**src/rtl/fp32_to_q16_conv.sv**
```systemverilog
// IEEE-754 single to signed Q16.16 converter using a one-bit-per-cycle shifter.
// Optional macro CONV_ROUND_EN: round half away from zero on right shifts instead of truncating.
module fp32_to_q16_conv #(
  parameter int unsigned MAX_SHIFT = 24
) (
  input  logic        clk,
  input  logic        reset,
  input  logic        R_I,
  input  logic [31:0] dataIn,
  input  logic [1:0]  errIn,
  output logic [31:0] dataOut,
  output logic        r_o,
  output logic [1:0]  err,
  output logic        busy
);

  localparam int unsigned CntW   = (MAX_SHIFT > 7) ? $clog2(MAX_SHIFT + 1) : 3;
  localparam int          MinExp = 134 - int'(MAX_SHIFT);

  typedef enum logic [1:0] {StIdle, StCheck, StShift, StOut} state_e;

  state_e          state_q, state_d;
  logic [31:0]     word_q, word_d;
  logic [1:0]      errin_q, errin_d;
  logic [31:0]     work_q, work_d;
  logic            left_q, left_d;
  logic [CntW-1:0] cnt_q, cnt_d;
  logic [31:0]     dout_q, dout_d;
  logic [1:0]      err_q, err_d;
  logic [7:0]      exp_w;
  logic [7:0]      diff_w;
`ifdef CONV_ROUND_EN
  logic            round_q, round_d;
  logic [32:0]     mag_w;
`endif

  assign exp_w = word_q[30:23];

  always_comb begin
    state_d = state_q;
    word_d  = word_q;
    errin_d = errin_q;
    work_d  = work_q;
    left_d  = left_q;
    cnt_d   = cnt_q;
    dout_d  = dout_q;
    err_d   = err_q;
    diff_w  = 8'd0;
`ifdef CONV_ROUND_EN
    round_d = round_q;
    mag_w   = {1'b0, work_q} + {32'd0, round_q};
`endif
    unique case (state_q)
      StIdle: begin
        if (R_I) begin
          word_d  = dataIn;
          errin_d = errIn;
          state_d = StCheck;
        end
      end
      StCheck: begin
        state_d = StOut;
        if (errin_q != 2'b00) begin
          dout_d = 32'd0;
          err_d  = 2'b11;
        end else if (exp_w == 8'd255) begin
          dout_d = 32'd0;
          err_d  = 2'b10;
        end else if (exp_w == 8'd0 || int'(exp_w) < MinExp) begin
          dout_d = 32'd0;
          err_d  = 2'b00;
        end else if (exp_w >= 8'd142) begin
          dout_d = word_q[31] ? 32'h8000_0000 : 32'h7FFF_FFFF;
          err_d  = 2'b01;
        end else begin
          work_d  = {8'd0, 1'b1, word_q[22:0]};
          left_d  = exp_w > 8'd134;
          diff_w  = (exp_w > 8'd134) ? (exp_w - 8'd134) : (8'd134 - exp_w);
          cnt_d   = CntW'(diff_w);
          state_d = StShift;
`ifdef CONV_ROUND_EN
          round_d = 1'b0;
`endif
        end
      end
      StShift: begin
        if (cnt_q != '0) begin
          work_d = left_q ? {work_q[30:0], 1'b0} : {1'b0, work_q[31:1]};
          cnt_d  = cnt_q - 1'b1;
`ifdef CONV_ROUND_EN
          // Remember the last bit dropped off the bottom as the round bit.
          if (!left_q) round_d = work_q[0];
`endif
        end else begin
          state_d = StOut;
          err_d   = 2'b00;
`ifdef CONV_ROUND_EN
          if (mag_w[32] || mag_w[31]) begin
            dout_d = word_q[31] ? 32'h8000_0000 : 32'h7FFF_FFFF;
            err_d  = 2'b01;
          end else begin
            dout_d = word_q[31] ? (~mag_w[31:0] + 32'd1) : mag_w[31:0];
          end
`else
          dout_d = word_q[31] ? (~work_q + 32'd1) : work_q;
`endif
        end
      end
      StOut: begin
        // Back-to-back: a word presented on the edge leaving OUT is taken.
        if (R_I) begin
          word_d  = dataIn;
          errin_d = errIn;
          state_d = StCheck;
        end else begin
          state_d = StIdle;
        end
      end
      default: state_d = StIdle;
    endcase
  end

  always_ff @(posedge clk) begin
    if (!reset) begin
      state_q <= StIdle;
      word_q  <= 32'd0;
      errin_q <= 2'b00;
      work_q  <= 32'd0;
      left_q  <= 1'b0;
      cnt_q   <= '0;
      dout_q  <= 32'd0;
      err_q   <= 2'b00;
`ifdef CONV_ROUND_EN
      round_q <= 1'b0;
`endif
    end else begin
      state_q <= state_d;
      word_q  <= word_d;
      errin_q <= errin_d;
      work_q  <= work_d;
      left_q  <= left_d;
      cnt_q   <= cnt_d;
      dout_q  <= dout_d;
      err_q   <= err_d;
`ifdef CONV_ROUND_EN
      round_q <= round_d;
`endif
    end
  end

  assign dataOut = dout_q;
  assign err     = err_q;
  assign r_o     = (state_q == StOut);
  assign busy    = (state_q != StIdle);

endmodule

```
**config.mk**
```make
export PLATFORM = sky130hd
export DESIGN_NAME = fp32_to_q16_conv
export DESIGN_NICKNAME = d
export VERILOG_FILES = /design/src/rtl/fp32_to_q16_conv.sv
export SDC_FILE = /design/constraint.sdc
export NUM_CORES = 1
export LEC_CHECK = 0
export BUFFER_PORTS_ARGS = -buffer_cell sky130_fd_sc_hd__buf_2
export CAP_MARGIN = 20
export CORE_AREA = 10 10 132 134
export DETAILED_ROUTE_END_ITERATION = 7
export DIE_AREA = 0 0 142 144
export HOLD_SLACK_MARGIN = 0.1
export PLACE_DENSITY = 0.61
export SYNTH_ARGS = -nofsm -noshare
export SYNTH_HDL_FRONTEND = slang
export SYNTH_SLANG_ARGS = --single-unit
```
**constraint.sdc**
```tcl
create_clock -name clk -period 7.2 [get_ports clk]
set_clock_uncertainty 0.15 [all_clocks]
set_input_delay 0.36 -clock clk [delete_from_list [all_inputs] [get_ports clk]]
set_output_delay 0.36 -clock clk [all_outputs]
set_load 0.02 [all_outputs]
```
==> out/metrics.yaml, run 1 <==
outcome:
  status: "finished, final reports clean"
setup_path:
  reg2reg_from: "state_q[0]"
  startpoint_type: "flip-flop"
  cp.arrival_ps: 3380
  end_kind: "flip-flop"
  cp.required_ps: 7280
  reg2reg_depth: 9
  reg2reg_to: "dataOut[27]"
  r2r_setup_slack_ps: 3900
  critPathKind: "reg2reg"
  critPathMaxFanout: 101
grt:
  use_met3_pct: 3.12
  groute.usage.overall_pct: 14.4
  grt_remaining_overflow: 0
  grt_pass1_wl_um: 24900
  grt_pass1_vias: 5017
  grt_max_degree: 111
  use_met1_pct: 19.9
  busiest_layer: "met2"
  use_met2_pct: 21.5
  antenna_found_initial: 0
layout:
  area.growth.synth_to_final_pct: 14.1
  n_antenna_cell: 0
  nNetsFinal: 808
  fin_util_pct: 44.9
  fin_cells: 951
  drive_gt1_share_pct: 15.9
  fillers: 1551
logic_synthesis:
  ys.flop_type: "dfxtp_1"
  synth_xor_area_share_pct: 4.65
  yosys.area.top_type: "dfxtp_1"
  ys_seq_area_share_pct: 37.0
  synth_compound_area_share_pct: 26.3
  synth_edf_count: 0
  syn-cell-area_um2: 5840
  syn_inst: 727
  syn_avg_cell_area_um2: 8.04
  synth-async-reset-ratio_pct: 0
  yosys.area.top_type_share_pct: 37.0
  synth.net_count: 777
  synth_area_leaders: "dfxtp_1 (37%), nand2_1 (11%), a21boi_0 (4.6%), xnor2_1 (4.5%), mux2i_1 (4.5%)"
  yosys_warnings: 0
  yosys-mux-area-fraction_pct: 6.00
  synth_cell_types: 55
  ys_seq_elements: 108
  synth.most_common_cell: "nand2_1"
  synth_fa_ha_area_share_pct: 2.78
  synth_top_family_by_area: "compound AO/OA/AOI/OAI gates"
  synthSimpleGateAreaFrac_pct: 17.7
  synth.cells.most_frequent: "nand2_1 (173), dfxtp_1 (108), clkbuf_1 (51), o21ai_0 (46), a21oi_1 (39)"
route:
  routedWlPerCell_um: 15.3
  drc: 0
  drt_iter0_markers: 486
  viasPerCell: 5.37
  wl_um: 14500
  route.vias.total: 5103
  drtAntennaViolNets: 0
  firstDrtPassIters: 5
sta:
  timing.fmax_ghz: 0.303
  worst_slew_pin_slew_ps: 967
  max_slew_margin_pct: 35.5
  finalCritPeriodShare_pct: 45.9
  maxSlewViolCount: 0
  rsz0062_at_grt: "no"
  fin_crit_ps: 3300
  final-setup-viol-count: 0
  hold_viol_final: 0
  tns_ps: 0
pwr:
  p_leak_nw: 2.46
  ir_drop_mv: 0.180
  pwr_density_cell_nw_per_um2: 434
cts:
  cts_max_level: 3
  postCtsHoldBufs: 6
  clock_latency_ps: 350
  clk_pin_slew_ps: 70
  clock_path_buffers: 2
  root_buffer: "clkbuf_16"
  cts_setup_buffers: 0
  cts_buffers: 9
  clkSinkCount: 108
  cts_resized: 0
  cts_tree: "yes"
die:
  start_util_pct: 39.3
  die_h_um: 144
  placementRows: 45
  die_area_um2: 20400
  core_area_um2: 14900
  die_x_um: 142
  ios: 73
job:
  cap_violations: 0
worst_hold_path:
  min_from: "dataIn[24]"
  whs_endpoint: "word_q[24]"
  hp-class: "in2reg"
  hold_depth: 3
placed_design:
  dp.cells: 927
  gp_congestion: 0.833
  dp_hpwl_um: 10100
  portBuffers: 72
metrics by stage:
| step | area, µm² | hold slack (ps) | power, mW | setup WS [ps] |
|---|---|---|---|---|
| after CTS | 6610 | 101 | 2.86 | 3880 |
| after floorplan | 5840 | 293 | 2.00 | 4710 |
| after global routing | 6670 | 118 | 3.15 | 3540 |
| after global placement | 6230 | 308 | 2.28 | 4040 |
| after detailed placement | 6250 | 311 | 2.34 | 3900 |
| final | 6670 | 107 | 2.90 | 3900 |
cell families after synthesis:
logic type | count (synthesis)
DFF | 108
muxes | 34
xor gates and xnor gates | 31
buffers and inverters | 80
adders and majority gates | 13
and+or+nand+nor | 238
AOI/OAI and AO/OA | 223
cell type report:
| type | count | area [µm²] | share of cell area [%] |
|---|---|---|---|
| clock buffer | 9 | 225 | 3.38 |
| clock inverter | 7 | 73.8 | 1.11 |
| inverter | 12 | 45.0 | 0.676 |
| multi-input combinational | 539 | 3370 | 50.6 |
| sequential | 108 | 2160 | 32.4 |
| tap | 188 | 235 | 3.53 |
| timing repair buffer | 88 | 556 | 8.33 |
flip-flops by register name, indices dropped and copies added, names as in the netlist:
signal,count
state_q,2
errin_q,2
err,2
dataOut,32
left_q,1
work_q,32
cnt_q,5
word_q,32
power breakdown:
part | total [mW] | leakage, nW | internal (mW) | switching [mW]
clock network | 0.505 | 0.152 | 0.273 | 0.232
logic | 1.47 | 1.42 | 0.525 | 0.943
registers | 0.922 | 0.883 | 0.755 | 0.167
placed cells by master (no fill, tap or decap), types with 9 or more instances in the layout:
cell type,instances
nand2_1,173
dfxtp_1,108
buf_2,72
o21ai_0,46
a21oi_1,39
a21boi_0,36
a21boi_1,31
xnor2_1,30
mux2i_1,26
o211ai_1,23
nand3_1,14
o31ai_1,14
nor2_1,12
ha_1,12
inv_1,11
clkbuf_16,9
worst max-delay path: stages (launching register included):
cell      delay [ps]
dfxtp_1          350
inv_1            120
ha_2             170
buf_4            720
clkinv_1         550
nor2_1           490
a211oi_4         130
buf_16           220
o21ai_0          190
a21oi_1           60
worst max path at each step:
stage,cells past startpoint,from,end
2_1_floorplan,8,work_q[15],dataOut[27]
5_1_grt,9,state_q[0],dataOut[27]
4_1_cts,8,state_q[0],dataOut[31]
3_5_place_dp,8,state_q[0],dataOut[31]
3_3_place_gp,8,state_q[0],dataOut[31]
6_report,9,state_q[0],dataOut[27]
metal layers:
| layer | up-vias | routed length (µm) |
|---|---|---|
| li1 | 2602 | - |
| met1 | 2372 | 7170 |
| met2 | 119 | 6330 |
| met3 | 10 | 867 |
| met4 | 0 | 168 |
| met5 | - | 0 |
(Power assumes the default switching activity.)
==> run 2, diff against run 1 <==
==> constraint.sdc (replaced) <==
create_clock -name clk -period 3.1 [get_ports clk]
set_clock_uncertainty 0.15 [all_clocks]
set_input_delay 0.155 -clock clk [delete_from_list [all_inputs] [get_ports clk]]
set_output_delay 0.155 -clock clk [all_outputs]
set_load 0.02 [all_outputs]
==> out/metrics.yaml, run 2 (same netlist as run 1, synthesis figures left out) <==
outcome:
  status: "finished, final reports clean"
placed_design:
  portBuffers: 72  # unchanged
  gp_congestion: 0.825  # -1.0%
  dp_hpwl_um: 10400  # +3.4%
  place_ws_ps: 508  # -3390 ps
grt:
  grt_pass1_wl_um: 26000  # +4.1%
  grt_remaining_overflow: 0  # unchanged
  grt_max_degree: 111  # unchanged
  antenna_found_initial: 0  # unchanged
  groute.usage.overall_pct: 15.1  # +0.67 points
  grt_pass1_vias: 5172  # +3.1%
cts:
  clock_path_buffers: 2  # unchanged
  root_buffer: "clkbuf_16"
  cts_setup_buffers: 0  # unchanged
  cts_buffers: 9  # unchanged
  clk_pin_slew_ps: 70  # about the same
  clkSinkCount: 108  # unchanged
  cts_max_level: 3  # unchanged
  cts_tree: "yes"
  clock_latency_ps: 360  # about the same
  postCtsHoldBufs: 35  # +29
  cts_resized: 0  # unchanged
sta:
  timing.fmax_ghz: 0.377  # +24%
  rsz0062_at_grt: "no"
  worst_slew_pin_slew_ps: 839  # -128 ps
  final-setup-viol-count: 0  # unchanged
  tns_ps: 0  # unchanged
  hold_viol_final: 0  # unchanged
  fin_crit_ps: 2650  # -650 ps
  max_slew_margin_pct: 44.1  # +8.5 points
  fin_ws_ps: 446  # -3450 ps
  finalCritPeriodShare_pct: 85.6  # +40 points
  maxSlewViolCount: 0  # unchanged
setup_path:
  reg2reg_depth: 8  # -1
  r2r_setup_slack_ps: 450  # -3450 ps
  reg2reg_to: "dataOut[18]"
  cp.required_ps: 3230  # -4050 ps
  cp.arrival_ps: 2790  # -590 ps
  critPathMaxFanout: 5  # -95%
  end_kind: "flip-flop"
  critPathKind: "reg2reg"
  startpoint_type: "flip-flop"
  reg2reg_from: "work_q[1]"
layout:
  layout_common_cells: "nand2_1 (173), dfxtp_1 (108), buf_2 (72), o21ai_0 (46), a21oi_1 (39)"
  drive_gt1_share_pct: 16.1  # +0.27 points
  area.growth.synth_to_final_pct: 20.0
  nNetsFinal: 845  # +4.6%
  fillers: 1473  # -5.0%
  n_antenna_cell: 0  # unchanged
  layout_commonest_cell: "nand2_1"
route:
  viasPerCell: 5.34  # -0.44%
  drtAntennaViolNets: 0  # unchanged
  routedWlPerCell_um: 15.4  # +0.49%
  firstDrtPassIters: 4  # -1
  wl_um: 15200  # +4.4%
  drt_iter0_markers: 346  # -29%
  drc: 0  # unchanged
  route.vias.total: 5278  # +3.4%
worst_hold_path:
  hp-class: "in2reg"
  hold_depth: 4  # +1
  min_from: "reset"
  whs_endpoint: "dataOut[29]"
pwr:
  pwr_density_cell_nw_per_um2: 968  # +120%
  ir_drop_mv: 0.438  # +140%
  p_leak_nw: 2.61  # +6.1%
die:
  start_util_pct: 39.3  # unchanged
  die_x_um: 142  # unchanged
  die_h_um: 144  # unchanged
  core_area_um2: 14900  # unchanged
  placementRows: 45  # unchanged
  ios: 73  # unchanged
  die_area_um2: 20400  # unchanged
job:
  cap_violations: 0  # unchanged
==> run 2: report_power, final <==
group / switching (mW) / total [mW] / internal [mW]
clock: 0.538 / 1.25 / 0.714
combinational: 2.25 / 3.43 / 1.18
sequential: 0.345 / 2.10 / 1.75
==> run 2: layout make-up <==
cell class	count	area, µm²	share of cell area, %
inverter	12	45.0	0.643
clock inverter	7	98.8	1.41
timing repair buffer	125	871	12.4
multi-input combinational	539	3370	48.1
tap	188	235	3.36
sequential	108	2160	30.9
clock buffer	9	225	3.21
==> run 2: layer usage <==
| layer | vias up | GRT usage, % | wire [µm] |
|---|---|---|---|
| li1 | 2679 | - | - |
| met4 | 0 | 5.65 | 280 |
| met2 | 119 | 23.0 | 6640 |
| met1 | 2465 | 20.7 | 7520 |
| met3 | 15 | 2.66 | 736 |
| met5 | - | 0 | 0 |
==> run 2: worst max-delay path, stage by stage (launching register included) <==
cell	delay, ps
dfxtp_1	360
inv_1	120
ha_1	200
nor4b_1	590
nand4_1	300
o41ai_1	380
xnor2_1	210
nand2_1	90
a21oi_1	190
==> run 2: worst max path at each step <==
stage / startpoint / endpoint / slack, ps / cells past startpoint
global placement: word_q[24] / work_q[6] / 530 / 7
finish: work_q[1] / dataOut[18] / 450 / 8
detailed placement: word_q[25] / work_q[6] / 510 / 7
floorplan: work_q[15] / dataOut[27] / 610 / 8
global route: work_q[5] / dataOut[17] / 210 / 6
CTS: word_q[25] / work_q[9] / 490 / 7
==> run 2: metrics by stage <==
stage / instance area [µm²] / power [mW] / hold WS, ps / utilization (%) / std cells
2_1_floorplan: 5840 / 4.65 / 150 / - / 727
3_3_place_gp: 6330 / 5.45 / 256 / 42.6 / 937
3_5_place_dp: 6330 / 5.53 / 265 / 42.6 / 937
4_1_cts: 7010 / 6.84 / 189 / 47.1 / 988
5_1_grt: 7010 / 7.38 / 227 / 47.1 / 988
6_report: 7010 / 6.78 / 161 / 47.1 / 988
